$ cat config.mk
export PLATFORM = sky130hd
export DESIGN_NAME = ch2_tap_tick_counter
export DESIGN_NICKNAME = d
export VERILOG_FILES = /design/src/rtl/ch2_tick_pkg.sv /design/src/rtl/ch2_sync_edge.sv /design/src/rtl/ch2_tap_tick_counter.sv
export SDC_FILE = /design/constraint.sdc
export NUM_CORES = 1
export LEC_CHECK = 0
export CORE_MARGIN = 5
export CORE_UTILIZATION = 45
export DETAILED_ROUTE_END_ITERATION = 10
export HOLD_SLACK_MARGIN = 0.03
export PLACE_DENSITY = 0.84
export SLEW_MARGIN = 0
export SYNTH_ARGS = -nofsm -noshare
export SYNTH_HDL_FRONTEND = slang
export SYNTH_SLANG_ARGS = --single-unit
$ cat constraint.sdc
create_clock -name CLK -period 1.9 [get_ports CLK]
set_input_delay 0.19 -clock CLK [delete_from_list [all_inputs] [get_ports CLK]]
set_output_delay 0.19 -clock CLK [all_outputs]
set_load 0.01 [all_outputs]
$ cat src/rtl/ch2_tick_pkg.sv
// Shared types and constants for the tap tick counter.
// The optional CH2_TAP_BOTH_EDGE_EN build is handled in ch2_sync_edge.
package ch2_tick_pkg;

  typedef enum logic [1:0] {
    ST_IDLE = 2'd0,
    ST_RUN  = 2'd1,
    ST_DONE = 2'd2
  } state_e;

  localparam logic [1:0] SEL_Q0 = 2'd0;
  localparam logic [1:0] SEL_Q1 = 2'd1;
  localparam logic [1:0] SEL_Q2 = 2'd2;
  localparam logic [1:0] SEL_Q3 = 2'd3;

  localparam int DEFAULT_WIDTH       = 8;
  localparam int DEFAULT_SYNC_STAGES = 2;

  // Wide enough to hold SYNC_STAGES+1 for the largest legal SYNC_STAGES (4).
  localparam int BLANK_W = 3;

endpackage

$ cat src/rtl/ch2_sync_edge.sv
// Tap synchroniser, history flop and edge detector with blanking.
// Define CH2_TAP_BOTH_EDGE_EN to report falling as well as rising edges.
module ch2_sync_edge
  import ch2_tick_pkg::*;
#(
  parameter int SYNC_STAGES = DEFAULT_SYNC_STAGES
) (
  input  logic clk,
  input  logic rst_n,
  input  logic async_i,
  input  logic blank_i,
  output logic edge_o
);

  logic [SYNC_STAGES-1:0] sync_q, sync_d;
  logic                   hist_q, hist_d;
  logic                   sync_last;
  logic                   raw_edge;

  assign sync_last = sync_q[SYNC_STAGES-1];

  // History keeps following the synchroniser even while blanked, so a mux
  // switch can never leave a stale level behind to fake an edge later.
  always_comb begin
    sync_d = {sync_q[SYNC_STAGES-2:0], async_i};
    hist_d = sync_last;
  end

  always_ff @(posedge clk or negedge rst_n) begin
    if (!rst_n) begin
      sync_q <= '0;
      hist_q <= 1'b0;
    end else begin
      sync_q <= sync_d;
      hist_q <= hist_d;
    end
  end

  always_comb begin
`ifdef CH2_TAP_BOTH_EDGE_EN
    raw_edge = sync_last ^ hist_q;
`else
    raw_edge = sync_last & ~hist_q;
`endif
    edge_o = raw_edge & ~blank_i;
  end

endmodule

$ cat src/rtl/ch2_tap_tick_counter.sv
// Selects a ripple-divider tap, turns its edges into CLK-domain ticks and
// counts them inside a START/STOP window (see CH2_TAP_BOTH_EDGE_EN option).
module ch2_tap_tick_counter
  import ch2_tick_pkg::*;
#(
  parameter int WIDTH       = DEFAULT_WIDTH,
  parameter int SYNC_STAGES = DEFAULT_SYNC_STAGES
) (
  input  logic             CLK,
  input  logic             RST_N,
  input  logic [3:0]       Q_IN,
  input  logic [1:0]       SEL,
  input  logic             START,
  input  logic             STOP,
  input  logic             CLR,
  output logic             TICK,
  output logic [WIDTH-1:0] CNT,
  output logic             RUNNING,
  output logic             DONE,
  output logic             OVF
);

  localparam logic [BLANK_W-1:0] BLANK_LOAD = BLANK_W'(SYNC_STAGES + 1);

  logic [1:0]         sel_q, sel_d;
  logic [BLANK_W-1:0] blank_q, blank_d;
  logic               blank;
  logic               tap;
  logic               tick_d, tick_q;
  state_e             state_q, state_d;
  logic [WIDTH-1:0]   cnt_q, cnt_d;
  logic               ovf_q, ovf_d;
  logic               running_q, running_d;
  logic               done_q, done_d;
  logic [WIDTH-1:0]   cnt_inc;
  logic               wrap;

  // A select change restarts the blanking window that covers the
  // synchroniser refill plus the history flop catching up.
  always_comb begin
    sel_d   = sel_q;
    blank_d = blank_q;
    if (SEL != sel_q) begin
      sel_d   = SEL;
      blank_d = BLANK_LOAD;
    end else if (blank_q != '0) begin
      blank_d = blank_q - BLANK_W'(1);
    end
  end

  assign blank = (blank_q != '0);

  always_comb begin
    tap = Q_IN[0];
    case (sel_q)
      SEL_Q0: tap = Q_IN[0];
      SEL_Q1: tap = Q_IN[1];
      SEL_Q2: tap = Q_IN[2];
      SEL_Q3: tap = Q_IN[3];
      default: tap = Q_IN[0];
    endcase
  end

  ch2_sync_edge #(
    .SYNC_STAGES (SYNC_STAGES)
  ) u_sync_edge (
    .clk     (CLK),
    .rst_n   (RST_N),
    .async_i (tap),
    .blank_i (blank),
    .edge_o  (tick_d)
  );

  assign cnt_inc = cnt_q + WIDTH'(1);
  assign wrap    = (cnt_q == '1);

  // CLR beats STOP beats START; a tick arriving with STOP still counts,
  // a tick arriving with START is discarded by the restart.
  always_comb begin
    state_d = state_q;
    cnt_d   = cnt_q;
    ovf_d   = ovf_q;
    if (CLR) begin
      state_d = ST_IDLE;
      cnt_d   = '0;
      ovf_d   = 1'b0;
    end else begin
      case (state_q)
        ST_IDLE: begin
          if (START) begin
            state_d = ST_RUN;
            cnt_d   = '0;
            ovf_d   = 1'b0;
          end
        end
        ST_RUN: begin
          if (STOP) begin
            state_d = ST_DONE;
            if (tick_d) begin
              cnt_d = cnt_inc;
              ovf_d = ovf_q | wrap;
            end
          end else if (START) begin
            cnt_d = '0;
            ovf_d = 1'b0;
          end else if (tick_d) begin
            cnt_d = cnt_inc;
            ovf_d = ovf_q | wrap;
          end
        end
        ST_DONE: begin
          if (START && !STOP) begin
            state_d = ST_RUN;
            cnt_d   = '0;
            ovf_d   = 1'b0;
          end
        end
        default: state_d = ST_IDLE;
      endcase
    end
    running_d = (state_d == ST_RUN);
    done_d    = (state_d == ST_DONE);
  end

  always_ff @(posedge CLK or negedge RST_N) begin
    if (!RST_N) begin
      sel_q     <= SEL_Q0;
      blank_q   <= '0;
      tick_q    <= 1'b0;
      state_q   <= ST_IDLE;
      cnt_q     <= '0;
      ovf_q     <= 1'b0;
      running_q <= 1'b0;
      done_q    <= 1'b0;
    end else begin
      sel_q     <= sel_d;
      blank_q   <= blank_d;
      tick_q    <= tick_d;
      state_q   <= state_d;
      cnt_q     <= cnt_d;
      ovf_q     <= ovf_d;
      running_q <= running_d;
      done_q    <= done_d;
    end
  end

  assign TICK    = tick_q;
  assign CNT     = cnt_q;
  assign RUNNING = running_q;
  assign DONE    = done_q;
  assign OVF     = ovf_q;

endmodule
==> results of run 1 <==
## synth_stat cells, types with 2 or more instances
| cell | count |
|---|---|
| nand3_1 | 3 |
| a211oi_1 | 2 |
| and3_1 | 2 |
| a21oi_1 | 5 |
| a2111oi_2 | 2 |
| nand3b_4 | 2 |
| nor3_1 | 3 |
| nand2_1 | 7 |
| xor2_1 | 3 |
| clkbuf_1 | 2 |
| nand4_1 | 2 |
| ha_1 | 7 |
| inv_1 | 9 |
| nor2b_1 | 4 |
| o21ai_0 | 4 |
| nor2_1 | 6 |
| buf_6 | 2 |
| dfrtp_1 | 22 |
## flip-flops by register name, indices dropped and copies added, names as in the netlist
register and count:
TICK 1, state_q 2, CNT 8, DONE 1
RUNNING 1, blank_q 3, OVF 1, u_sync_edge.sync_q 2
u_sync_edge.hist_q 1, sel_q 2
## kinds of logic (layout without fill, tap and decap cells)
kind of cell / after synthesis / after routing / synth area share
and+or+nand+nor: 33 / 33 / 0.1709
AOI/OAI and AO/OA: 27 / 27 / 0.1761
DFF: 22 / 22 / 0.4612
buffers and inverters: 15 / 44 / 0.05974
adders and majority gates: 7 / 7 / 0.07337
xor gates and xnor gates: 3 / 3 / 0.02202
muxes: 3 / 3 / 0.03669
## timing repair
action	in CTS	in global routing
endpoints found under the setup margin	0	4
resized for setup	0	5
hold endpoints to repair	0	0
## metrics by stage
stage,cell area (um^2),TNS [ps],worst slack [ps],std cells,hold WS [ps]
2_1_floorplan,1194,0,48.31,110,-105.6
3_3_place_gp,1474,0,94.73,165,337.1
3_5_place_dp,1474,0,52.45,165,337.2
4_1_cts,1526,0,12.08,169,194.2
5_1_grt,1563,-123.6,-51.63,169,204.9
6_report,1563,0,47.53,169,200.7
## path summary, 6_finish.rpt
kind | from | to | slack (ps) | cells after the start
min in group CLK | SEL[1] | sel_q[1] | 360 | 1
max | state_q[0] | CNT[6] | 50 | 6
min | RST_N | CNT[1] | 200 | 2
max reg2reg | state_q[0] | CNT[6] | 50 | 6
max in group asynchronous | RST_N | CNT[6] | 1480 | 2
min reg2reg | u_sync_edge.sync_q[0] | u_sync_edge.sync_q[1] | 370 | 0
## power breakdown
part	total, mW	internal, mW	switching [mW]
Clock	0.356	0.213	0.143
Sequential	0.504	0.490	0.0136
Combinational	0.217	0.101	0.116
## placed cells by master, fill, tap and decap left out, types with 4 or more instances in the layout
| master | n |
|---|---|
| o21ai_0 | 4 |
| nor2_1 | 6 |
| buf_4 | 7 |
| nand2_1 | 7 |
| a21oi_1 | 4 |
| nor2b_1 | 4 |
| dfrtp_1 | 22 |
| inv_1 | 9 |
| ha_1 | 6 |
| clkdlybuf4s50_1 | 22 |
## cell type report
| type | instances | area, um^2 | area share |
|---|---|---|---|
| Tap cell | 30 | 37.54 | 0.02402 |
| Multi-Input combinational cell | 73 | 608.1 | 0.3891 |
| Sequential cell | 22 | 550.5 | 0.3523 |
| Inverter | 11 | 41.29 | 0.02642 |
| Clock inverter | 1 | 30.03 | 0.01922 |
| Timing Repair Buffer | 29 | 272.8 | 0.1745 |
| Clock buffer | 3 | 22.52 | 0.01441 |
## critical path, stage by stage, from the launching register on
cell and delay (ps):
dfrtp_1 400, inv_1 100, ha_1 260, o21ba_2 240, o21ba_1 310, a21o_1 220, a32o_1 220
## metal layers
metal  wire length (um)  global-route usage  share of wire  vias up
met5                  0                   0              0        -
met4                 32             0.05758          0.012        0
met1               1040              0.1649           0.39      450
met2               1380              0.2496           0.52       39
met3                181             0.04612          0.069        6
li1                   -                   -              -      449
==> run metrics, run 1 <==
status finished clean; sequential fraction of the synthesis area 0.4612; GR Overflow Total 0; IO Port Bufs 22; synthesized instance count 110; Final setup viols 0; post-synthesis register bit count 22; TritonCTS Buffers 3; antenna violations before repair 0; Worst Tran Pin Value 434.1 ps; P&R area growth vs syn 30.92%; # H-tree levels 1; CTS Hold Buffers Added 0; Synth top area share 0.4612; routability cong. just under 0.9; CP endpoint kind flop; clk root buf clkbuf_4; Power, Total approximately 1.1 mW; initial core utilization 0.4775; count of final max-slew check failures 0; Final nets between 150 and 200; Initial DRC Count between 40 and 50; Site Rows 18; clock sink total 22; power per cell area between 600 and 700 nW/um^2; relative slew slack 0.7100; drt wl/cell 15.59 um; crit path launch type flop; Max Buffers Root-to-Sink 2; dpl hpwl 1995 um; RSZ-0062 raised after global routing true; Peak Freq roughly 0.54 GHz; Synth area leaders dfrtp_1 (46%), ha_1 (7.3%), nand3b_4 (3.4%); static leakage between 0.6 and 0.7 nW; Synth Cell Area about 1200 um^2; first-pass GRT wire length roughly 4000 um; data required time at the worst endpoint between 2000 and 2500 ps; Die Wd between 60 and 70 um; ANT nets after route 0; pin count of the biggest net entering global routing 23; Detailed Routing Iterations Pass 1 5; core area around 2500 um^2; area leader, netlist dfrtp_1; Routed WL 2635 um; Period minus WS final 1852 ps; Synthesized Nets around 130; Ys Warns 0; WP data arrival about 2000 ps; number of remaining DRC errors 0; Main synth FF type dfrtp_1; worst skew pair latency 310 ps; post-CTS setup buffer count 0; Layout fillers about 200; asr flop ratio synth 1.000; Avg Inst Size Synth 10.85 um^2; drt via density 5.586; total track usage 0.1445; share of layout cells above drive strength 1 0.1799; vias in the first global route ~940; Antenna Cells 0; Die H approximately 62 um; critical path class reg2reg; number of flops mapped to enable cells by yosys 0; vias post-DR about 940; die area 3782 um^2; Peak supply drop 611.1 uV; Tcrit/Tclk final 0.9750; synth unique cells about 40; endpoints failing hold 0; Ports 23; skew final 2.539 ps; CTS tree built; maximum fanout along the worst path 9; maxcap violations 0; Reg clk slew, reported paths 120 ps; HP Class in2async; utilization after layout 0.6251
Power figures use the tool's default switching activity.
==> run 2, diff against run 1 <==
--- a/config.mk
+++ b/config.mk
@@ -11,5 +11,5 @@
 export HOLD_SLACK_MARGIN = 0.03
 export PLACE_DENSITY = 0.84
-export SLEW_MARGIN = 0
+export SLEW_MARGIN = 20
 export SYNTH_ARGS = -nofsm -noshare
 export SYNTH_HDL_FRONTEND = slang
==> constraint.sdc (replaced) <==
create_clock -name CLK -period 1.9 [get_ports CLK]
set_input_delay 0.285 -clock CLK [delete_from_list [all_inputs] [get_ports CLK]]
set_output_delay 0.285 -clock CLK [all_outputs]
set_load 0.01 [all_outputs]
==> run metrics, run 2 (synthesis gave the netlist of run 1 again) <==
placed cell areas around 1500 um^2; initial core utilization 0.4775; Max Buffers Root-to-Sink 2; TritonCTS Buffers 3; endpoints failing hold 0; vias post-DR about 920; P&R area growth vs syn 25.89%; Routed WL around 2400 um; max FFs per register 8; pin count of the biggest net entering global routing 23; Final nets about 160; ANT nets after route 0; skew final about 9.6 ps; DP Worst Slack 29.17 ps; # H-tree levels 1; dpl hpwl around 2000 um; first-pass GRT wire length approximately 4200 um; Peak Freq between 0.5 and 0.6 GHz; Peak supply drop 417.0 uV; placed cells approximately 160; power per cell area slightly above 600 nW/um^2; non-filler cells, final approximately 170; most frequent cells in the layout dfrtp_1 (22), clkdlybuf4s50_1 (22), inv_1 (9); flop-to-flop setup slack about 68 ps; Reg clk slew, reported paths approximately 120 ps; R2R cell count 7; Period minus WS final about 1800 ps; Worst Tran Pin Value about 460 ps; RR Startpoint blank_q[0]; Initial DRC Count approximately 60; HP Class in2async; R2R Path End CNT[7]; peak per-stage delay on the critical path approximately 550 ps; relative slew slack 0.6894; die area approximately 3800 um^2; clk root buf clkbuf_4; share of layout cells above drive strength 1 0.1739; Die Wd ~60 um; CP endpoint kind flop; Antenna Cells 0; Setup WS post-layout 67.86 ps; cell type of the slowest stage on the worst timing path or4_4; data required time at the worst endpoint roughly 2100 ps; total track usage 0.1488; drt wl/cell 14.47 um; Die H approximately 60 um; worst skew pair latency 300 ps; design area 1503 um^2; CTS tree built; Worst setup startpoint blank_q[0]; crit-path cells inv_1 > ha_1 > ha_2 > nand3b_4 > or4_4 > a21oi_2 > o22ai_2; WP data arrival approximately 2000 ps; critical path endpoint CNT[7]; crit path launch type flop; Final setup viols 0; number of remaining DRC errors 0; Site Rows 18; Net Sw Frac 0.2735; vias in the first global route 978; antenna violations before repair 0; GR Overflow Total 0; net switching power 0.2504 mW; Detailed Routing Iterations Pass 1 4; internal power around 0.66 mW; maxcap violations 0; Flop pwr share 0.551; Buffers & Inverters on Critical Path 1; Tcrit/Tclk final 0.9643; drt via density ~5.5; clock network power share 0.221; clock sink total 22; static leakage 0.6649 nW; count of final max-slew check failures 0; Top delay family on crit path simple AND/OR/NAND/NOR gates; routability cong. between 0.8 and 0.9; Worst path depth 7; critical path class reg2reg; Comb pwr share 0.228; maximum fanout along the worst path 6; Ports 23; status finished clean; core area ~2500 um^2; IO Port Bufs 22
## run 2: how the worst min path moves through the flow
| stage | startpoint | end | slack (ps) | cells past startpoint |
|---|---|---|---|---|
| final | RST_N | CNT[2] | 310 | 2 |
| after global routing | RST_N | CNT[0] | 330 | 2 |
| after floorplan | RST_N | CNT[0] | -10 | 0 |
| after CTS | RST_N | CNT[0] | 320 | 2 |
| after global placement | u_sync_edge.sync_q[0] | u_sync_edge.sync_q[1] | 340 | 0 |
| after detailed placement | u_sync_edge.sync_q[0] | u_sync_edge.sync_q[1] | 340 | 0 |
## run 2: per-layer routing
layer | vias up | global-route usage | routed length [um]
met5 | - | 0 | 0
met1 | 450 | 0.1815 | 1011
met4 | 0 | 0.05455 | 36
met2 | 24 | 0.2571 | 1228
met3 | 4 | 0.03145 | 155
li1 | 445 | - | -
## run 2: layout make-up
class,instances,area [um^2]
multi-input cells,73,578.1
flip-flops and latches,22,550.5
well taps,30,37.54
inverters,11,41.29
clock buffers,3,22.52
repair buffers,29,272.8
fillers,219,997.2
## run 2: timing repair
action,4_1_cts,5_1_grt
resized for setup,0,3
endpoints found under the setup margin,0,2
setup buffers,0,1
hold buffers,0,0
## run 2: through the flow
| step | hold WS (ps) | power, mW | TNS, ps | utilization |
|---|---|---|---|---|
| 5_1_grt | 329.5 | 0.9645 | -11.09 | 0.6011 |
| 2_1_floorplan | -10.59 | 0.6401 | 0 | - |
| 6_report | 309.1 | 0.9153 | 0 | 0.6011 |
| 3_5_place_dp | 339.7 | 0.7154 | 0 | 0.5866 |
| 3_3_place_gp | 337.6 | 0.7050 | 0 | 0.5866 |
| 4_1_cts | 319.2 | 0.9189 | 0 | 0.5956 |
## run 2: power by group through the flow
| stage | Sequential [mW] | Clock, mW | Combinational (mW) |
|---|---|---|---|
| floorplan | 0.513 | 0 | 0.127 |
| global placement | 0.512 | 0 | 0.193 |
| detailed placement | 0.514 | 0 | 0.201 |
| CTS | 0.505 | 0.211 | 0.203 |
| global route | 0.507 | 0.226 | 0.231 |
| finish | 0.504 | 0.203 | 0.208 |
==> run 3, diff against run 2 <==
- MAX_ROUTING_LAYER: default -> met4
==> run metrics, run 3 (synthesis gave the netlist of run 1 again) <==
DR WL met2 around 1300 um; IO Port Bufs 22; static leakage between 0.6 and 0.7 nW; maximum fanout along the worst path 6; pin count of the biggest net entering global routing 23; peak per-stage delay on the critical path around 560 ps; R2R Path End CNT[7]; Initial DRC Count between 40 and 50; GR Overflow Total 0; share of layout cells above drive strength 1 0.1679; vias in the first global route around 1,000; CP endpoint kind flop; ANT nets after route 0; maxcap violations 0; drt via density roughly 5.7; Setup WS post-layout roughly 77 ps; critical path class reg2reg; Ports 23; routability cong. approximately 0.9; worst skew pair latency between 300 and 400 ps; Power, Total ~0.9 mW; Tcrit/Tclk final 0.9596; Die H ~60 um; drt wl/cell ~16 um; M1 WL ~1100 um; Reg clk slew, reported paths roughly 130 ps; DP Worst Slack roughly 37 ps; DR WL met3 between 100 and 150 um; CTS tree built; cell type of the slowest stage on the worst timing path or4_4; antenna violations before repair 0; Routed WL ~2600 um; P&R area growth vs syn 26.10%; Top delay family on crit path simple AND/OR/NAND/NOR gates; relative slew slack 0.6755; dpl hpwl 1980 um; Period minus WS final about 1800 ps; first-pass GRT wire length roughly 4300 um; crit path launch type flop; status finished clean; endpoints failing hold 0; core area roughly 2500 um^2; die area ~3800 um^2; Worst Tran Pin Value approximately 490 ps; Site Rows 18; data required time at the worst endpoint between 2000 and 2500 ps; Peak Freq roughly 0.55 GHz; # H-tree levels 1; number of remaining DRC errors 0; Detailed Routing Iterations Pass 1 4; skew final between 10 and 15 ps; clock sink total 22; top sig layer met4; R2R cell count 7; power per cell area 615.9 nW/um^2; total track usage 0.1608; Peak supply drop 406.5 uV; TritonCTS Buffers 3; crit-path cells inv_1 > ha_1 > ha_4 > nand3b_4 > or4_4 > a21oi_2 > o22ai_2; max FFs per register 8; Buffers & Inverters on Critical Path 1; Die Wd a little over 60 um; clk root buf clkbuf_4; initial core utilization 0.4775; Final nets between 150 and 200; count of final max-slew check failures 0; vias post-DR 948; most frequent cells in the layout dfrtp_1 (22), clkdlybuf4s50_1 (22), inv_1 (9); HP Class in2async; RR Startpoint blank_q[0]; Final setup viols 0; WP data arrival roughly 2000 ps; Max Buffers Root-to-Sink 2; flop-to-flop setup slack ~77 ps; Antenna Cells 0
## run 3: area by class of cell
cell class	instances	area, um^2
fill	213	994.7
multi-input combinational	73	588.1
sequential	22	550.5
timing repair buffer	28	265.3
inverter	11	41.29
tap	30	37.54
clock buffer	3	22.52
## run 3: how the worst max path moves through the flow
| stage | startpoint | to | slack, ps | depth (start not counted) |
|---|---|---|---|---|
| 4_1_cts | blank_q[0] | CNT[7] | 0.3 | 7 |
| 6_report | blank_q[0] | CNT[7] | 80 | 7 |
| 5_1_grt | blank_q[0] | CNT[7] | -10 | 7 |
| 3_5_place_dp | blank_q[0] | CNT[7] | 40 | 7 |
| 3_3_place_gp | STOP | CNT[7] | 60 | 6 |
| 2_1_floorplan | blank_q[0] | CNT[7] | 50 | 7 |
## run 3: power by group
group / switching [mW] / total, mW / internal [mW]
Sequential: 0.0137 / 0.504 / 0.490
Clock: 0.140 / 0.214 / 0.0741
Combinational: 0.110 / 0.209 / 0.0985
Total: 0.264 / 0.927 / 0.663
## run 3: layer usage
layer	global-route usage	vias up
met5	-	-
li1	-	446
met3	0.01887	4
met2	0.2706	32
met4	0.06667	0
met1	0.1940	466
## run 3: timing repair
action | in CTS | in global routing
gates resized for setup | 0 | 4
hold buffers | 0 | 0
setup buffers | 0 | 0
endpoints found under the setup margin | 0 | 4
## run 3: worst register-to-register path, cell delays in order, from the launching register on
cell and delay, ps:
dfrtp_1 410, inv_1 60, ha_1 180, ha_4 150, nand3b_4 100, or4_4 560, a21oi_2 160, o22ai_2 80
## run 3: metrics by stage
stage | cell area [um^2] | std cells | hold slack [ps] | utilization | TNS, ps
2_1_floorplan | 1194 | 110 | -10.59 | - | 0
3_3_place_gp | 1466 | 164 | 337.8 | 0.5866 | 0
3_5_place_dp | 1466 | 164 | 340.5 | 0.5866 | 0
4_1_cts | 1489 | 167 | 312.2 | 0.5956 | 0
5_1_grt | 1505 | 167 | 313.8 | 0.6021 | -14.50
6_report | 1505 | 167 | 298.4 | 0.6021 | 0
